<file path="config.mk">
export PLATFORM = sky130hd
export DESIGN_NAME = tail_light_decoder
export DESIGN_NICKNAME = d
export VERILOG_FILES = /design/src/rtl/tail_light_decoder.sv
export SDC_FILE = /design/constraint.sdc
export NUM_CORES = 1
export LEC_CHECK = 0
export ABC_CLOCK_PERIOD_IN_PS = 10290
export CAP_MARGIN = 10
export CORE_MARGIN = 3
export CORE_UTILIZATION = 40
export DETAILED_ROUTE_END_ITERATION = 16
export DONT_BUFFER_PORTS = 1
export PLACE_DENSITY = 0.65
export SETUP_SLACK_MARGIN = 0.4
export SYNTH_ARGS = -nofsm -noshare
export SYNTH_HDL_FRONTEND = slang
export SYNTH_SLANG_ARGS = --single-unit
</file>
<file path="constraint.sdc">
create_clock -name clk -period 10.29 [get_ports clk]
set_input_delay 2.058 -clock clk [delete_from_list [all_inputs] [get_ports clk]]
set_output_delay 2.058 -clock clk [all_outputs]
set_load 0.01 [all_outputs]
</file>
<file path="src/rtl/tail_light_decoder.sv">
// Receive-side checker for the 6-bit tail-light lamp bus: tracks the sender's
// sweeps, recovers the commanded mode and flags aborted or illegal sequences.
module tail_light_decoder #(
  parameter int OFF_CYCLES = 4,
  parameter int CNT_W      = 8
) (
  input  logic             clk,
  input  logic             reset,
  input  logic [5:0]       y,
  output logic [1:0]       mode,
  output logic             mode_valid,
  output logic             sweep_done,
  output logic             abort,
  output logic             err,
  output logic [CNT_W-1:0] sweep_count
);

  localparam int DW = 4;

  localparam logic [5:0] DARK = 6'b000000;

  localparam logic [1:0] M_OFF   = 2'b00;
  localparam logic [1:0] M_LEFT  = 2'b01;
  localparam logic [1:0] M_RIGHT = 2'b10;
  localparam logic [1:0] M_HAZ   = 2'b11;

  typedef enum logic [3:0] {
    IDLE, L1, L2, L3, R1, R2, R3, H1, H2, H3, ERR
  } state_t;

  state_t        state;
  logic [DW-1:0] dark;

  // Lamp pattern the sender shows while the decoder sits in a given state.
  function automatic logic [5:0] pat(input state_t s);
    case (s)
      L1:      pat = 6'b001000;
      L2:      pat = 6'b011000;
      L3:      pat = 6'b111000;
      R1:      pat = 6'b000100;
      R2:      pat = 6'b000110;
      R3:      pat = 6'b000111;
      H1:      pat = 6'b001100;
      H2:      pat = 6'b011110;
      H3:      pat = 6'b111111;
      default: pat = DARK;
    endcase
  endfunction

  function automatic state_t nxt(input state_t s);
    case (s)
      L1:      nxt = L2;
      L2:      nxt = L3;
      R1:      nxt = R2;
      R2:      nxt = R3;
      H1:      nxt = H2;
      H2:      nxt = H3;
      default: nxt = ERR;
    endcase
  endfunction

  function automatic logic is_last(input state_t s);
    is_last = (s == L3) || (s == R3) || (s == H3);
  endfunction

  function automatic logic [1:0] mode_of(input state_t s);
    case (s)
      L3:      mode_of = M_LEFT;
      R3:      mode_of = M_RIGHT;
      H3:      mode_of = M_HAZ;
      default: mode_of = M_OFF;
    endcase
  endfunction

  always_ff @(posedge clk) begin
    if (reset) begin
      state       <= IDLE;
      dark        <= '0;
      mode        <= M_OFF;
      mode_valid  <= 1'b0;
      sweep_done  <= 1'b0;
      abort       <= 1'b0;
      err         <= 1'b0;
      sweep_count <= '0;
    end else begin
      sweep_done <= 1'b0;
      abort      <= 1'b0;
      err        <= 1'b0;
      case (state)
        IDLE: begin
          if (y == DARK) begin
            if (dark != DW'(OFF_CYCLES)) dark <= dark + 1'b1;
            if (dark == DW'(OFF_CYCLES - 1)) begin
              mode       <= M_OFF;
              mode_valid <= 1'b1;
            end
          end else begin
            dark <= '0;
            case (y)
              6'b001000: state <= L1;
              6'b000100: state <= R1;
              6'b001100: state <= H1;
              default: begin
                state <= ERR;
                err   <= 1'b1;
              end
            endcase
          end
        end
        ERR: begin
          // err already pulsed on entry; just wait for the bus to go dark
          if (y == DARK) begin
            state <= IDLE;
            dark  <= DW'(1);
          end
        end
        default: begin
          if (y == pat(state)) begin
            state <= state;
          end else if (y == DARK) begin
            // the dark sample that lands us in IDLE is the first dark count
            state <= IDLE;
            dark  <= DW'(1);
            if (is_last(state)) begin
              sweep_done <= 1'b1;
              mode       <= mode_of(state);
              mode_valid <= 1'b1;
              if (sweep_count != '1) sweep_count <= sweep_count + 1'b1;
            end else begin
              abort <= 1'b1;
            end
          end else if (!is_last(state) && y == pat(nxt(state))) begin
            state <= nxt(state);
          end else begin
            state <= ERR;
            err   <= 1'b1;
          end
        end
      endcase
    end
  end

endmodule

</file>
* After elaboration in Yosys (flattened, before gate mapping) *
Memories as Yosys holds them, arrays and structs flattened. A register that Yosys moved wholly into a read port is not among the register bits.
Index checks and enable logic that the tools add are counted.
W data, S select, Z words.

storage, ports and cells
  memory bits (read-only) = 192
  bits in registers = 22
  memories kept = 2
  output and inout port bits = 14
  word-level logic and storage cells = 102
  bits of input ports = 8

memory list
  name              words  bits a word  read ports  clocked after Yosys merged registers in  wr ports  line  RTL
  (name not given)  16     6            1           1                                        0         36    case (s)
  (name not given)  16     6            1           0                                        0         36

operators by class
  reduce and logical (&&, ||, !) cells = 15
  equality and inequality tests = 25
  multiplexer cells = 46
  add/subtract/negate cells = 2
  bitwise gates (word level) = 4

operators with widths
  kind                   count
  $mux W4                15
  $mux W6                6
  $pmux W4 S6            1
  $eq A4 B3 Y1 const B   4
  $pmux W4 S2            2
  $eq A4 B2 Y1 const B   3
  $eq A4 B4 Y1 const B   3
  $eq A6 B4 Y1 const B   2
  $eq A6 B6 Y1           2
  $mux W1                12
  $pmux W4 S3            1
  $mux W2                5
  $add A8 B1 Y8 const B  1
  $ne A2 B2 Y1 const B   4
  $ne A8 B8 Y1 const B   1
  $eq A6 B3 Y1 const B   1
  $logic_not A6 Y1       1
  $pmux W2 S3            1
  $reduce_and A6 Y1      1
  $reduce_and A5 Y1      1
  $reduce_or A5 Y1       1
  $add A4 B1 Y4 const B  1
  $eq A4 B1 Y1 const B   1
  $logic_not A4 Y1       1
  15 further kinds       21

* Depth between registers and ports, before layout *
An unclocked memory read counts as a cell.

  depth after elaboration = 21
  gate-level depth with buffers = 16

* Least setup slack after synthesis *
Ideal clock, no wire load.

  kind = in2reg
  start point = in y[2]
  end point = reg with a tool-made name
  buffers on the path = 1
  library setup time = 0.067 ns
  cell stages on the path = 11
  arrival time = 4.141 ns
  path slack = 6.082 ns
  data required time = 10.223 ns
  cell sequence = clkbuf_1 -> or4b_1 -> o2111ai_1 -> o21ai_1 -> o211ai_2 -> nand4_4 -> a2111oi_0 -> or2_2 -> inv_2 -> ha_1 -> o21ai_2

RTL lines
  item                line  RTL
  start: declaration  9     input logic [5:0] y,

==> results.txt <==
Post-Syn Area: 2019 sq um
DR WL/cell: 14.58 um
Peak VDD IR: 0.1031 mV
Pleak: 0.7364 nW
Max-cap violations: 0
Post-DRT Antenna Nets: 0
Final core utilization: 0.4384
Most frequent cells in the layout: 28 x nor2_1, 28 x dfxtp_1, 19 x nand2_1
Yosys reg bits: 28
Hold_sp: mode[0]
Worst Clk Skew: 0.002531 ns
Clock sinks: 28
Worst Setup End Kind: flip-flop
Crit Reg-Reg Startpoint: state[2]
Number of synthesized flops with an enable pin: 0
Hold Path Sink: mode[0]
I/O Buffers: 0
Num CTS Buffers: 3
Worst EP arrival: 4.38 ns
Sequential share of the synthesized area: 0.2776
# rows: 25
Simple-gate portion of the synthesized area: 0.2893
Initial antenna violation count: 0
Synth area leader: dfxtp_1
Post-CTS setup buffers: 0
Hold Vio Cnt, Final: 0
Synth area leaders: dfxtp_1 28%, nor2_1 5.2%, ha_1 5.0%
Drt drc: 0
CTS tree: built
Endpoints failing setup: 0
Reg2Reg Depth: 15
Compound-cell area share of the yosys netlist: 0.2150
Die Area: 5937 sq um
Total GRT Usage: 0.1525
Final instance area: 2098 sq um
Root buffer cell: clkbuf_8
Hold crit path type: flip-flop to flip-flop
Crit start category: flip-flop
Nets: 253
Post-synthesis mux area share: 0.01983
Clock transition at the registers of the reported paths: 0.10 ns
Post-synthesis adder-cell area fraction: 0.04957
DRT iter0 DRCs: 123
I/O Pins: 22
Grt total ovfl: 0
Post-Synth XOR/XNOR Area: 0.08674
Main synth FF type: dfxtp_1
Crit path time final: 4.157 ns
Layout cells sized above 1: 0.08898
Clock Path Buffers: 2
Count of final max-slew check failures: 0
Setup TNS Final: 0 ns
Final period util: 0.4040
Post-Place Worst Slack: 5.905 ns
Synth Area per Inst: 8.143 sq um
Worst hold stages: 2
N_diodes: 0
FFs w/ async S/R, synth: 0
Number of global-route vias before repair: 1593
Placed standard-cell area: 2027 sq um
Resized cells post-CTS: 0
Slew margin rel.: 0.2104
Pin count of the biggest net entering global routing: 26
Die X: 77.06 um
Hold slack final: 0.5150 ns
DRT Pass-1 Iters: 4
Die H: 77.06 um
Core box area: 4786 sq um
Largest family of logic cells by synthesized area: simple AND/OR/NAND/NOR gates
Post-route setup slack: 6.133 ns
HPWL after DPL: 3155 um
Synth Instances: 248
Power Dens Cells: 274.6 nW/um^2
Syn_nets: 264
Worst Path Max Fanout: 25
Placer congestion estimate: 0.8206
Clk_lat worst skew: 0.28 ns
Htree depth: 1
Critical path class: flip-flop to flip-flop
Total Wirelength: 4417 um
Actual slew at the worst max-slew pin: 1.169 ns
First-pass GRT wire length: 7562 um
Via count: 1744
F_max: 240.6 MHz
Synth top area share: 0.2776
Area growth syn-to-layout: 3.903%
Hold_buf cts: 0
Worst Path Required: 10.51 ns
Fill cell count: 483
Run status: finished, final reports clean
Yosys warns: 0
R2R Setup Slk: 6.13 ns
Initial core utilization: 0.4220
Count of cell types in the netlist: 62
Vias per inst: 5.756
Unrepaired setup endpoints after global routing: no
-- metrics by stage --
stage          cells  power [W]
2_1_floorplan    248  0.0004411
3_3_place_gp     299  0.0004837
3_5_place_dp     299  0.0004878
4_1_cts          303  0.0005768
5_1_grt          303  0.0006240
6_report         303  0.0005761
-- cell usage after synthesis, drive strengths merged, types with 2 or more instances --
master	n
dfxtp	28
a2111oi	2
nor4	4
o31ai	2
nor3b	4
buf	8
a41oi	2
and3	2
xor2	11
xnor2	9
or4	3
a21oi	14
o211ai	2
ha	8
o21a	2
or4b	3
or2	2
a211oi	3
a211o	2
nand3	8
and2	2
clkbuf	8
nand2	19
nand4	5
nor4bb	2
inv	13
a32oi	2
or3	3
o31a	2
o2bb2ai	2
nand3b	2
o21ai	11
nor2	28
nand2b	4
nor3	8
mux2i	4
-- cell families after synthesis --
group	Yosys count
muxes	4
buffers and inverters	29
xor gates and xnor gates	20
AOI/OAI and AO/OA	56
adders and majority gates	8
and+or+nand+nor	103
DFF	28
-- worst max-delay path: stages, from the launching register on --
cell       delay (ns)
dfxtp_1          0.86
nor3_1           0.18
and2_1           0.26
nor2_1           0.29
inv_1            0.11
ha_1             0.20
or4b_1           0.45
o21ai_0          0.14
nor2_1           0.12
o311ai_4         0.28
nand4_4          0.17
a2111oi_0        0.40
or2_2            0.19
inv_2            0.05
ha_1             0.28
o21ai_2          0.12
-- layout make-up --
cell class / instances / area, sq um / area share
Sequential cell: 28 / 560.5 / 0.2671
Clock buffer: 3 / 41.29 / 0.01968
Inverter: 13 / 48.80 / 0.02326
Multi-Input combinational cell: 191 / 1334 / 0.6357
Clock inverter: 1 / 30.03 / 0.01431
Tap cell: 67 / 83.83 / 0.03995
-- report_power, final --
part / total, W / switching, W / internal [W]
combinational: 0.000309 / 0.000176 / 0.000134
clock: 0.0000881 / 0.0000359 / 0.0000521
sequential: 0.000179 / 0.0000502 / 0.000129
total: 0.000576 / 0.000262 / 0.000314
-- routing by layer --
metal	global-route usage	vias up	part of all wire
li1	-	870	-
met1	0.2103	835	0.48
met2	0.2456	35	0.46
met3	0.02700	4	0.048
met4	0.03915	0	0.010
met5	0	-	0
-- worst max path at each step --
stage                  start         to  slack, ns  cells past startpoint
global placement        y[0]  flip-flop       5.98                      9
detailed placement      y[0]  flip-flop       5.90                      9
floorplan               y[2]  flip-flop       6.08                     11
finish              state[2]  flip-flop       6.13                     15
CTS                 state[2]  flip-flop       6.14                     15
global route        state[2]  flip-flop       5.83                     15
(Power assumes the default switching activity.)
